===== config.mk =====
export PLATFORM = sky130hd
export DESIGN_NAME = debounce_bank
export DESIGN_NICKNAME = d
export VERILOG_FILES = /design/src/rtl/debounce_pkg.sv /design/src/rtl/debounce_channel.sv /design/src/rtl/debounce_bank.sv
export SDC_FILE = /design/constraint.sdc
export NUM_CORES = 1
export LEC_CHECK = 0
export ABC_AREA = 1
export BUFFER_PORTS_ARGS = -buffer_cell sky130_fd_sc_hd__buf_2
export CAP_MARGIN = 20
export CORE_ASPECT_RATIO = 0.7
export CORE_MARGIN = 2
export CORE_UTILIZATION = 44
export CTS_CLUSTER_DIAMETER = 50
export DETAILED_ROUTE_END_ITERATION = 10
export HOLD_SLACK_MARGIN = 0.15
export PLACE_DENSITY = 0.73
export SLEW_MARGIN = 20
export SYNTH_ARGS = -nofsm -noshare
export SYNTH_HDL_FRONTEND = slang
export SYNTH_HIERARCHICAL = 1
export SYNTH_SLANG_ARGS = --single-unit

===== constraint.sdc =====
create_clock -name clk -period 4.6 [get_ports clk]
set_clock_uncertainty 0.15 [all_clocks]
set_input_delay 1.15 -clock clk [delete_from_list [all_inputs] [get_ports clk]]
set_output_delay 1.15 -clock clk [all_outputs]
set_load 0.01 [all_outputs]

===== src/rtl/debounce_pkg.sv =====
// debounce_pkg: shared defaults and width helper for the debounce bank.
package debounce_pkg;
  localparam int STABLE_TICKS_DEF = 4095;
  localparam int TICK_DIV_DEF = 1;
  localparam int SYNC_STAGES_DEF = 2;
  function automatic int clog2_min1(input int n);
    return (n <= 2) ? 1 : $clog2(n);
  endfunction
endpackage


===== src/rtl/debounce_channel.sv =====
// debounce_channel: synchroniser, stability counter, level and edge strobes for one input.
module debounce_channel
  import debounce_pkg::*;
#(
  parameter int   STABLE_TICKS = STABLE_TICKS_DEF,
  parameter int   SYNC_STAGES  = SYNC_STAGES_DEF,
  parameter logic INIT_BIT     = 1'b0
) (
  input  logic clk,
  input  logic rst_n,
  input  logic tick,
  input  logic din,
  output logic level,
  output logic rise,
  output logic fall,
  output logic change
);
  localparam int CW = clog2_min1(STABLE_TICKS);
  localparam logic [CW-1:0] CMAX = CW'(STABLE_TICKS - 1);
  logic [SYNC_STAGES-1:0] sync;
  logic [CW-1:0] cnt;
  logic s, diff;
  assign s = sync[SYNC_STAGES-1];
  assign diff = s ^ level;
  // change is the pre-register strobe so the bank can align any_change with rise/fall
  assign change = diff & tick & (cnt == CMAX);
  always_ff @(posedge clk or negedge rst_n)
    if (!rst_n) begin
      sync  <= {SYNC_STAGES{INIT_BIT}};
      cnt   <= '0;
      level <= INIT_BIT;
      rise  <= 1'b0;
      fall  <= 1'b0;
    end else begin
      sync  <= {sync[SYNC_STAGES-2:0], din};
      cnt   <= (!diff || change) ? '0 : cnt + CW'(tick);
      level <= change ? s : level;
      rise  <= change & s;
      fall  <= change & ~s;
    end
endmodule


===== src/rtl/debounce_bank.sv =====
// debounce_bank: N_CH independent debouncers sharing one sample-tick prescaler.
module debounce_bank
  import debounce_pkg::*;
#(
  parameter int              N_CH         = 4,
  parameter int              STABLE_TICKS = STABLE_TICKS_DEF,
  parameter int              TICK_DIV     = TICK_DIV_DEF,
  parameter int              SYNC_STAGES  = SYNC_STAGES_DEF,
  parameter logic [N_CH-1:0] INIT_VAL     = '0
) (
  input  logic            clk,
  input  logic            rst_n,
  input  logic [N_CH-1:0] data_in,
  output logic [N_CH-1:0] data_debounced,
  output logic [N_CH-1:0] rise,
  output logic [N_CH-1:0] fall,
  output logic            any_change
);
  localparam int PW = clog2_min1(TICK_DIV);
  logic [PW-1:0] presc;
  logic [N_CH-1:0] change;
  logic tick;
  assign tick = (TICK_DIV == 1) || (presc == PW'(TICK_DIV - 1));
  always_ff @(posedge clk or negedge rst_n)
    if (!rst_n) begin
      presc      <= '0;
      any_change <= 1'b0;
    end else begin
      presc      <= tick ? '0 : presc + PW'(1);
      any_change <= |change;
    end
  for (genvar i = 0; i < N_CH; i++) begin : g_ch
    debounce_channel #(
      .STABLE_TICKS(STABLE_TICKS),
      .SYNC_STAGES (SYNC_STAGES),
      .INIT_BIT    (INIT_VAL[i])
    ) u_ch (
      .clk   (clk),
      .rst_n (rst_n),
      .tick  (tick),
      .din   (data_in[i]),
      .level (data_debounced[i]),
      .rise  (rise[i]),
      .fall  (fall[i]),
      .change(change[i])
    );
  end
endmodule


# Word-level counts from Yosys, hierarchy flattened
# Index checks and enable logic that the tools add are counted.
[op_classes]
addsub = 4
eq_ne = 4
n_mux = 4
bitwise_logic = 20
reduce_logical = 9
[ops]
columns = ["operator", "count"]
rows = [
  ["$add 12x1->12 const B", 4],
  ["$eq 12x12->1 const B", 4],
  ["$mux 12", 4],
  ["$and 1x1->1", 12],
  ["$logic_not 1->1", 4],
  ["$logic_or 1x1->1", 4],
  ["$not 1->1", 4],
  ["$reduce_or 4->1", 1],
  ["$xor 1x1->1", 4],
]
[word_totals]
ff_bits = 69
input_bits = 6
out_inout_bits = 13
word_cells = 62

# Depth between registers and ports, before layout
[logic_depth]
word_depth = 4
depth_mapped = 8
depth_no_buf = 8

# Cells and area by module
# Netlist, hierarchy kept.
[modules_own_cells]
columns = ["module", "n_inst", "cells_each", "area_per_inst_um2", "seq_area_each_um2"]
rows = [
  ["debounce_channel", 4, 118, 892.1, 425.4],
  ["debounce_bank", 1, 5, 40.0, 25.0],
]

# Worst setup path before layout
# No wires, ideal clock.
[synth_path]
path_kind = "register -> output"
from = "register g_ch[0].u_ch.level"
to = "output port data_debounced[0]"
arrival_ns = 0.394
t_required_ns = 3.300
setup_slack_ns = 2.906
path_stages_with_launch = 1
cell_sequence = "dfrtp_1"
[synth_lines]
columns = ["item", "line_no", "source"]
rows = [
  ["start, declared", "debounce_channel.sv:13", "output logic level,"],
  ["start signal, assigned", "debounce_channel.sv:37", "level <= change ? s : level;"],
  ["end, declared", "debounce_bank.sv:14", "output logic [N_CH-1:0] data_debounced,"],
]
# No word-level cell between the ends.

# Worst setup path in the final report
[layout_path]
from = "register g_ch[0].u_ch.level"
to = "output port data_debounced[0]"
# No word-level cell between the ends.

==> key figures <==
Clock tree
  • CTS Sinks: 69
  • Post-CTS setup buffer count: 0
  • H-tree depth: 3
  • CTS tree: built
  • CTS root buf: clkbuf_16
  • Post_cts resized: 0
  • Hold-fix buffers, CTS: 0
  • TritonCTS Buffers: 9
  • Reg clk slew, reported paths: 0.05 ns
  • Clock Tree Buf Depth: 2
  • Clock Latency Late Sink: between 0.3 and 0.4 ns

Synthesis
  • Mean post-synth cell area: around 7.6 um2
  • XOR/XNOR Fraction of Synth Area: under 10%
  • Sequential fraction of the synthesis area: 47.85%
  • Proportion of synthesized area in mux cells: 0%
  • Leading post-synthesis cells by cell area: dfrtp_1 48%, nand2_1 13%, nor2_1 11%, inv_1 6.2%, nand3_1 6.1%
  • Post-synth EDFFs: 0
  • Adder-cell share of the synthesized area: 2.774%
  • Area leader, netlist: dfrtp_1
  • Count leader, synth: nand2_1
  • Synth cell types: 17
  • Yosys top cell area share: 47.85%
  • Post-Syn Instances: 477
  • Yosys reg bits: 69
  • Synth async-reset ratio: 100.0%
  • Synth warnings: 6
  • Netlist Area Pre-Place: 0.003608 mm2
  • Fraction of the mapped netlist area in simple logic gates: 35.12%
  • Post-synth top cells: 125 x nand2_1, 110 x nor2_1, 69 x dfrtp_1
  • Synth Area in Compound Gates: roughly 1.8%
  • Most used DFF post-synth: dfrtp_1
  • Dominant combinational cell family by area after synthesis: simple AND/OR/NAND/NOR gates

Pwr
  • Leakage dissipation: 1.862 nW
  • Power share of the clock group: between 40% and 50%
  • Switching power: 0.0002992 W
  • Power Dens Cells: between 300 and 400 mW/mm2
  • Overall power: 0.001296 W
  • Peak supply drop: 146.1 uV
  • Power share of the combinational group: 4.1%
  • Power share of the sequential group: 48.4%
  • Sw frac: a little under a quarter
  • Int Power: 0.0009967 W

Die
  • Placeable Area: 0.007905 mm2
  • DIE WIDTH: 112.2 um
  • Y dimension of the die: 79.77 um
  • Die area: 0.008953 mm2
  • Row count: 27
  • # IOs: 19
  • Initial Util: a little under half

Worst setup path
  • CP Depth: 1
  • Reg2Reg Depth: 8
  • R2r startpoint: g_ch[0].u_ch/cnt[0]
  • Crit path max-delay family: flip-flops
  • Worst path max stage delay: 0.40 ns
  • Crit Path Class: flop to primary output
  • Setup crit end: data_debounced[0]
  • Setup crit end kind: primary output
  • CP max-delay cell: dfrtp_1
  • Buffer and inverter count on the worst path: 1
  • Worst R2R End: g_ch[0].u_ch/cnt[10]
  • Critical path cell sequence: buf_2
  • Crit-path max FO: 3
  • R2R setup slack: 2.87 ns
  • CP Data Required Time: around 3.3 ns
  • Startpoint Class: flop
  • Crit. Startpoint: g_ch[0].u_ch/level
  • Critical path arrival: 0.88 ns

Placed design
  • DP Area: 0.003829 mm2
  • Port bufs: 18
  • DP Wirelength: 4907 um
  • GPL Wtd Cong: 0.8726

Global route
  • Vias in the first global route: roughly 2800
  • Pin count of the biggest net entering global routing: 47
  • Residual overflow from global routing: 0
  • GR Util All Layers: ~17%
  • Initial antenna violation count: 0
  • Global-route wire length before repair: 12210 um

Run
  • Maxcap violations: 0

Routing
  • Detailed Route Iter0 Violations: 203
  • # DRC: 0
  • WL/cell: 11.26 um
  • Length of the first detailed-routing pass in iterations: 4
  • DR vias: approximately 3000
  • Drt via density: 4.779
  • Routed Antenna Nets: 0
  • Routed WL: around 7000 um

Run status
  • Outcome: finished clean

STA
  • Worst slew pin tran: between 0.5 and 0.6 ns
  • Post-route setup TNS: 0 ns
  • Fmax: approximately 0.46 GHz
  • Setup violations, final: 0
  • RSZ-0062 raised after global routing: no
  • Final hold violation count: 0
  • Crit path time final: 2.179 ns
  • Fin Hold WS: slightly below 0.2 ns
  • Fin crit share: 47.37%
  • Final slew viol count: 0
  • Slew HR: 61.55%

Worst hold path
  • Worst hold path class: flop to flop
  • Hold depth: 0

Cells and area
  • Final nets: 528
  • Util after Layout: approximately 52%
  • N_diodes: 0
  • Design Area, Final: 0.004100 mm2
  • Fraction of layout cells with a size suffix above 1: 8.863%
  • Area growth from synthesis to layout: 13.63%
==> power groups by stage <==
stage	Combinational [W]	Clock [W]	Sequential (W)
5_1_grt	0.0000632	0.000666	0.000628
4_1_cts	0.0000541	0.000637	0.000627
2_1_floorplan	0.0000352	0	0.000635
6_report	0.0000532	0.000616	0.000627
3_3_place_gp	0.0000519	0	0.000637
3_5_place_dp	0.0000535	0	0.000637
==> per-stage QoR <==
| step | std cells | setup slack (ns) |
|---|---|---|
| after global routing | 620 | 2.391 |
| after global placement | 604 | 2.153 |
| after CTS | 620 | 2.413 |
| after floorplan | 488 | 2.906 |
| final | 620 | 2.421 |
| after detailed placement | 604 | 2.117 |
==> area by class of cell <==
| type | instances | area [um2] |
|---|---|---|
| fillers | 765 | 3805 |
| flip-flops and latches | 69 | 1727 |
| multi-input cells | 355 | 1653 |
| clock buffers | 10 | 229.0 |
| inverters | 60 | 225.2 |
| well taps | 101 | 126.4 |
| repair buffers | 19 | 100.1 |
| clock inverters | 6 | 40.04 |
==> per-layer routing <==
| layer | vias up | part of all wire, % | GRT usage [%] |
|---|---|---|---|
| met5 | - | 0 | 0 |
| met4 | 0 | 1.6 | 7.195 |
| met3 | 10 | 4.2 | 4.404 |
| met2 | 53 | 45 | 27.35 |
| met1 | 1365 | 49 | 22.27 |
| li1 | 1535 | - | - |
==> cell families after synthesis <==
group / Yosys count
AND/OR/NAND/NOR: 307
flip-flops: 69
buffers and inverters: 64
XOR/XNOR: 20
AO/OA/AOI/OAI: 8
adder cells (fa/ha/maj): 8
other: 1
==> worst min-delay path by stage <==
stage / startpoint / endpoint
floorplan: g_ch[0].u_ch/sync[0] / g_ch[0].u_ch/sync[1]
global placement: g_ch[0].u_ch/sync[0] / g_ch[0].u_ch/sync[1]
detailed placement: g_ch[0].u_ch/sync[0] / g_ch[0].u_ch/sync[1]
CTS: g_ch[0].u_ch/sync[0] / g_ch[0].u_ch/sync[1]
global route: g_ch[2].u_ch/sync[0] / g_ch[2].u_ch/sync[1]
finish: g_ch[0].u_ch/sync[0] / g_ch[0].u_ch/sync[1]
==> state kept, by name, summed over array words and instances, names as in the netlist <==
name	count
g_ch.u_ch/cnt	48
g_ch.u_ch/level	4
g_ch.u_ch/sync	8
g_ch.u_ch/fall	4
any_change	1
g_ch.u_ch/rise	4
==> cell usage in the layout (no fill, tap or decap) <==
master        n
and2_1        4
buf_2        17
buf_4         2
clkbuf_1      1
clkbuf_16     9
clkinv_2      3
clkinv_4      2
clkinvlp_4    1
conb_1       12
dfrtp_1      69
ha_1          8
inv_1        60
nand2_1     125
nand2_2       4
nand3_1      44
nand4_1       8
nor2_1      110
nor2_2        4
nor3_1        8
o21ai_2       4
o21bai_1      4
xnor2_1      12
xor2_1        8
Note: power is estimated with default switching activity, not from simulation.
